### src/rtl/gcd_pkg.sv
// Shared definitions for the GCD requester: controller states, default
// operand width and watchdog limit, and the watchdog width helper.
package gcd_pkg;

   // Default operand/result width of the GCD datapath
   localparam int GCD_W           = 8;

   // Default number of WAIT cycles before a job is abandoned
   localparam int TIMEOUT_CYC_DEF = 255;

   // Job controller states: fetch, request, await completion, present result
   typedef enum logic [1:0] {
      IDLE  = 2'd0,
      ISSUE = 2'd1,
      WAIT  = 2'd2,
      HOLD  = 2'd3
   } gcd_state_e;

   // Bits needed to count 0..timeout_cyc inclusive (at least one bit)
   function automatic int wdog_width(input int timeout_cyc);
      if (timeout_cyc < 1) begin
         return 1;
      end
      return $clog2(timeout_cyc + 1);
   endfunction

endpackage

### src/rtl/gcd_req_fifo.sv
// Synchronous FIFO holding packed operand pairs ahead of the job controller.
// DEPTH must be a power of two so the pointers wrap naturally.
module gcd_req_fifo
   import gcd_pkg::*;
#(
   parameter int WIDTH = 2 * GCD_W,
   parameter int DEPTH = 4
) (
   input  logic                         clk,
   input  logic                         rst_n,
   input  logic                         push,
   input  logic [WIDTH-1:0]             wr_data,
   input  logic                         pop,
   output logic [WIDTH-1:0]             rd_data,
   output logic                         full,
   output logic                         empty,
   output logic [$clog2(DEPTH+1)-1:0]   count
);

   localparam int PTR_W = (DEPTH > 1) ? $clog2(DEPTH) : 1;
   localparam int CNT_W = $clog2(DEPTH + 1);
   localparam logic [CNT_W-1:0] FULL_CNT = CNT_W'(DEPTH);

   logic [WIDTH-1:0] mem [DEPTH];
   logic [PTR_W-1:0] wr_ptr;
   logic [PTR_W-1:0] rd_ptr;
   logic [CNT_W-1:0] cnt;
   logic             do_push;
   logic             do_pop;

   // A full FIFO never accepts a write and an empty one never pops
   assign do_push = push && !full;
   assign do_pop  = pop && !empty;

   assign full    = (cnt == FULL_CNT);
   assign empty   = (cnt == '0);
   assign count   = cnt;
   assign rd_data = mem[rd_ptr];

   // Storage array: data only, no reset needed since count gates reads
   always_ff @(posedge clk) begin
      if (do_push) begin
         mem[wr_ptr] <= wr_data;
      end
   end

   // Pointers and occupancy; pointers wrap modulo DEPTH
   always_ff @(posedge clk or negedge rst_n) begin
      if (!rst_n) begin
         wr_ptr <= '0;
         rd_ptr <= '0;
         cnt    <= '0;
      end else begin
         if (do_push) begin
            wr_ptr <= wr_ptr + 1'b1;
         end
         if (do_pop) begin
            rd_ptr <= rd_ptr + 1'b1;
         end
         case ({do_push, do_pop})
            2'b10:   cnt <= cnt + 1'b1;
            2'b01:   cnt <= cnt - 1'b1;
            default: cnt <= cnt;
         endcase
      end
   end

endmodule

### src/rtl/gcd_requester.sv
// Initiator side of the GCD START/DONE handshake. Operand pairs are queued,
// issued one at a time to the responder, and results are returned on a
// valid/ready port. A per-job watchdog turns a missing DONE into a timeout
// result. Optional latency statistics are enabled with the macro
// GCD_REQ_LATENCY_STAT_EN (adds last_lat/max_lat outputs).
module gcd_requester
   import gcd_pkg::*;
#(
   parameter int WIDTH       = GCD_W,
   parameter int DEPTH       = 4,
   parameter int TIMEOUT_CYC = TIMEOUT_CYC_DEF
) (
   input  logic             clk,
   input  logic             rst_n,
   input  logic             in_valid,
   output logic             in_ready,
   input  logic [WIDTH-1:0] in_a,
   input  logic [WIDTH-1:0] in_b,
   output logic             gcd_start,
   output logic [WIDTH-1:0] gcd_a,
   output logic [WIDTH-1:0] gcd_b,
   input  logic             gcd_done,
   input  logic [WIDTH-1:0] gcd_y,
   input  logic             gcd_error,
   output logic             out_valid,
   input  logic             out_ready,
   output logic [WIDTH-1:0] out_y,
   output logic             out_error,
   output logic             out_timeout
`ifdef GCD_REQ_LATENCY_STAT_EN
   ,
   output logic [15:0]      last_lat,
   output logic [15:0]      max_lat
`endif
);

   localparam int WD_W = wdog_width(TIMEOUT_CYC);
   localparam logic [WD_W-1:0] WD_MAX = WD_W'(TIMEOUT_CYC);
   localparam int CNT_W = $clog2(DEPTH + 1);

   gcd_state_e         state;
   logic [WD_W-1:0]    wdog;
   logic [2*WIDTH-1:0] fifo_head;
   logic               fifo_full;
   logic               fifo_empty;
   logic               fifo_pop;
   logic [CNT_W-1:0]   fifo_count_unused;

   // Watchdog increment that sticks at its limit instead of wrapping
   function automatic logic [WD_W-1:0] wdog_inc(input logic [WD_W-1:0] w);
      if (w == WD_MAX) begin
         return w;
      end
      return w + 1'b1;
   endfunction

   // Upstream queue; the controller only pops while idle
   assign in_ready = !fifo_full;
   assign fifo_pop = (state == IDLE) && !fifo_empty;

   gcd_req_fifo #(
      .WIDTH (2 * WIDTH),
      .DEPTH (DEPTH)
   ) u_fifo (
      .clk     (clk),
      .rst_n   (rst_n),
      .push    (in_valid),
      .wr_data ({in_a, in_b}),
      .pop     (fifo_pop),
      .rd_data (fifo_head),
      .full    (fifo_full),
      .empty   (fifo_empty),
      .count   (fifo_count_unused)
   );

   // Job controller: fetch a pair, pulse START, await DONE or timeout, hold result
   always_ff @(posedge clk or negedge rst_n) begin
      if (!rst_n) begin
         state       <= IDLE;
         wdog        <= '0;
         gcd_start   <= 1'b0;
         gcd_a       <= '0;
         gcd_b       <= '0;
         out_valid   <= 1'b0;
         out_y       <= '0;
         out_error   <= 1'b0;
         out_timeout <= 1'b0;
      end else begin
         case (state)
            IDLE: begin
               // Operands latch only here, so they stay put through WAIT/HOLD
               if (!fifo_empty) begin
                  gcd_a     <= fifo_head[2*WIDTH-1:WIDTH];
                  gcd_b     <= fifo_head[WIDTH-1:0];
                  gcd_start <= 1'b1;
                  state     <= ISSUE;
               end
            end
            ISSUE: begin
               gcd_start <= 1'b0;
               wdog      <= '0;
               state     <= WAIT;
            end
            WAIT: begin
               // DONE is checked first so it wins over a same-cycle expiry
               if (gcd_done) begin
                  out_y       <= gcd_y;
                  out_error   <= gcd_error;
                  out_timeout <= 1'b0;
                  out_valid   <= 1'b1;
                  state       <= HOLD;
               end else if (wdog_inc(wdog) == WD_MAX) begin
                  wdog        <= WD_MAX;
                  out_y       <= '0;
                  out_error   <= 1'b0;
                  out_timeout <= 1'b1;
                  out_valid   <= 1'b1;
                  state       <= HOLD;
               end else begin
                  wdog <= wdog_inc(wdog);
               end
            end
            HOLD: begin
               if (out_ready) begin
                  out_valid <= 1'b0;
                  state     <= IDLE;
               end
            end
            default: begin
               state <= IDLE;
            end
         endcase
      end
   end

`ifdef GCD_REQ_LATENCY_STAT_EN
   // Latency of the completing job: the watchdog has counted the WAIT
   // cycles before this one, so the DONE cycle itself adds one
   function automatic logic [15:0] lat_sat(input logic [WD_W-1:0] w);
      logic [32:0] v;
      v = 33'(w) + 33'd1;
      if (v > 33'h0_0000_FFFF) begin
         return 16'hFFFF;
      end
      return v[15:0];
   endfunction

   logic [15:0] done_lat;
   assign done_lat = lat_sat(wdog);

   // Latency statistics, updated only by real DONE completions
   always_ff @(posedge clk or negedge rst_n) begin
      if (!rst_n) begin
         last_lat <= 16'd0;
         max_lat  <= 16'd0;
      end else if ((state == WAIT) && gcd_done) begin
         last_lat <= done_lat;
         if (done_lat > max_lat) begin
            max_lat <= done_lat;
         end
      end
   end
`endif

endmodule

### config.mk
export PLATFORM = sky130hd
export DESIGN_NAME = gcd_requester
export DESIGN_NICKNAME = d
export VERILOG_FILES = /design/src/rtl/gcd_pkg.sv /design/src/rtl/gcd_req_fifo.sv /design/src/rtl/gcd_requester.sv
export SDC_FILE = /design/constraint.sdc
export NUM_CORES = 1
export LEC_CHECK = 0
export BUFFER_PORTS_ARGS = -buffer_cell sky130_fd_sc_hd__buf_2
export CAP_MARGIN = 10
export CORE_MARGIN = 2
export CORE_UTILIZATION = 35
export DETAILED_ROUTE_END_ITERATION = 16
export SYNTH_ARGS = -nofsm -noshare
export SYNTH_HDL_FRONTEND = slang
export SYNTH_SLANG_ARGS = --single-unit
### constraint.sdc
create_clock -name clk -period 6.52 [get_ports clk]
set_clock_uncertainty 0.1 [all_clocks]
set_input_delay 0.652 -clock clk [delete_from_list [all_inputs] [get_ports clk]]
set_output_delay 0.652 -clock clk [all_outputs]
set_load 0.02 [all_outputs]
==> impl_metrics.toml <==
[global_routing]
grt_max_degree = 46
antenna_found_initial = 0
grt-ovfl-total = 0
grt_pass1_wl_mm = 13.43
grt.total_usage = 0.1315
grt_pass1_vias = 2509

[critical_path]
max_stage_delay_ns = 0.70
rr_worst_depth = 9
cp_num_buf_inv = 2
cp_common_cell = "xor2_1"
r2r_start = "u_fifo.count[0]"
cp_cell_sequence = "nor3_1 -> nand2b_1 -> clkinv_1 -> ha_1 -> inv_1 -> fa_1 -> xor2_1 -> nor2_1 -> xor2_1"
crit_required_ns = 6.64
cp-start-kind = "register"
crit_type = "register to register"
crit_slowest_cell = "clkinv_1"
r2r-end = "u_fifo.count[2]"
crit_family = "simple AND/OR/NAND/NOR gates"
arrival_ns = 3.44
worst-path-max-fanout = 19
reg2reg_slack_ns = 3.20
cp-end-kind = "register"

[sta]
slew_viol_final = 0
tightest_slew_ns = 1.010
fin_tns_setup_ns = 0
max_freq_mhz = 301.5
slew_headroom = 0.3268
hold_violations = 0
final.min_clock_period_ns = 3.317
timing.final.crit_share = 0.5087
setup_viol = 0
rsz0062_at_grt = "false"

[die]
io_pins = 59
die-area_sq_um = 13750
die_h_um = 117.3
core_sq_um = 12570
fp-row-count = 41
start_util = 0.3573
die-width_um = 117.3

[synth]
syn-cell-area_sq_um = 4491
async_flop_share = 0.4128
ys_types = 45
ys_seq_area_frac = 0.6787
synth.largest_area_cell = "edfxtp_1"
ys.flop_type = "edfxtp_1"
yosys.area.top_type_share = 0.4280
mappedNetlistNets = 351
syn_area_per_cell_sq_um = 14.53
syn_inst = 309
yosys_warnings = 0
ys_ff_latch = 109
yosys-top-cells-area = "edfxtp_1, dfrtp_1, mux4_2, nand2_1, ha_1"
synth_edf_count = 64

[drt]
drc = 0
wire_per_inst_um = 15.75
drt.antenna.violating_nets = 0
drt-initial-drc-count = 131
routed_wl_mm = 8.583
dr_total_vias = 2572
vias_per_cell = 4.719
drt-pass1-iter-count = 4

[clock_network]
cts_tree = "yes"
clk_pin_slew_worst_paths_ns = 0.07
cts_num_sinks = 109
clockRootBuffer = "clkbuf_16"
ctsResizeCount = 0
clk_latency_ns = 0.34
clk_path_buf_depth = 2
cts.hold.buffers_added = 0
cts_setup_buffers = 0
numCtsBuffers = 9
htreeDepth = 3

[min_path]
hp-class = "register to register"
min_to = "gcd_b[2]"
min_from = "gcd_b[2]"
min_path_cells = 2

[placed_design]
portBuffers = 58
place_congestion = 0.8804
hpwl_mm = 5.619

[outcome]
outcome = "finished, final reports clean"

[cells_and_area]
area_growth_pct = 17.05
multi_input_area_sq_um = 1336
diodes = 0
layout.nets = 410
seqCellArea_sq_um = 3048
final_core_util = 0.4182
final_common_cell = "edfxtp_1"
fillers = 1166
drive_above_1_share = 0.2681
mostFrequentLayoutCells = "edfxtp_1, nand2_1, buf_2"

[power]
clkPwrFrac = 0.229
ir_drop_v = 0.0002508
p_per_area_nw_per_um2 = 462.1
internal-power_mw = 1.585
power_switching_mw = 0.8438
seqPwrFrac = 0.439
p_comb_frac = 0.332
p_sw_frac = 0.3474
power_leakage_nw = 2.140

[run]
max_cap_viol_count = 0
[area by class of cell]
class	instances	area share
clock buffer	10	0.04356
multi-input combinational	175	0.2542
timing repair buffer	59	0.05665
inverter	14	0.009998
clock inverter	6	0.01476
tap	172	0.04094
sequential	109	0.5799
[worst reg2reg max path, delay by kind of cell (launching register included)]
| family | cells | cell delay, ns |
|---|---|---|
| and+or+nand+nor | 3 | 0.99 |
| buffers and inverters | 2 | 0.79 |
| adders and majority gates | 2 | 0.64 |
| DFF | 1 | 0.40 |
| xor gates and xnor gates | 2 | 0.28 |
[worst max path at each step]
stage / startpoint / depth (start not counted) / slack, ns / to
global placement: u_fifo.count[0] / 9 / 3.32 / u_fifo.count[2]
detailed placement: u_fifo.count[0] / 9 / 3.19 / u_fifo.count[2]
CTS: u_fifo.count[0] / 9 / 3.17 / u_fifo.count[2]
floorplan: state[0] / 12 / 4.04 / u_fifo.count[2]
global route: u_fifo.count[0] / 9 / 2.85 / u_fifo.count[2]
finish: u_fifo.count[0] / 9 / 3.20 / u_fifo.count[2]
[state kept, by name (all words and copies together), names as in the netlist]
register and count:
gcd_a 8, state 2, gcd_start 1, gcd_b 8, out_timeout 1, wdog 8
u_fifo.rd_ptr 2, out_valid 1, u_fifo.wr_ptr 2, u_fifo.count 3, out_y 8, out_error 1
u_fifo.mem 64
[stage by stage]
stage	setup slack (ns)	power, mW	area (sq um)	hold WS, ns	cells
final	3.203	2.429	5256	0.3737	545
after global routing	2.855	2.598	5256	0.3946	545
after CTS	3.173	2.478	5256	0.3837	545
after detailed placement	3.189	1.912	4950	0.3668	529
after global placement	3.323	1.882	4950	0.3585	529
after floorplan	4.041	1.645	4491	0.2564	309
[power groups by stage]
stage	logic, mW	registers [mW]	clock network, mW
after detailed placement	0.827	1.09	0
final	0.807	1.07	0.555
after global placement	0.806	1.08	0
after global routing	0.905	1.09	0.602
after floorplan	0.516	1.13	0
after CTS	0.828	1.07	0.577
[metal layers]
layer	routed length (um)	GRT usage	up-vias
met1	3812	0.1701	1274
li1	-	-	1240
met4	25	0.03843	0
met3	289	0.03296	2
met5	0	0	-
met2	4456	0.2203	56
[cells by family after synthesis]
kind of cell,after synthesis,synth area share
multiplexers,20,0.09055
AO/OA/AOI/OAI,36,0.05768
XOR/XNOR,7,0.01365
adder cells (fa/ha/maj),12,0.03511
AND/OR/NAND/NOR,100,0.1006
buffers and inverters,25,0.02368
flip-flops,109,0.6787
[cells in the mapped netlist, types with 2 or more instances]
cell type	count
mux4_2	16
nand2_1	62
a22o_1	10
edfxtp_1	64
xnor2_1	5
o21ai_0	9
and3_1	4
buf_2	4
nor3_1	4
ha_1	11
nor2_1	10
and2_1	2
a21oi_1	6
inv_1	13
xor2_1	2
nand2b_1	2
mux2i_1	2
nand4b_1	2
nand3_1	5
a31oi_1	3
dfrtp_1	45
clkbuf_1	5
No activity file was read; power rests on OpenSTA's default activity.
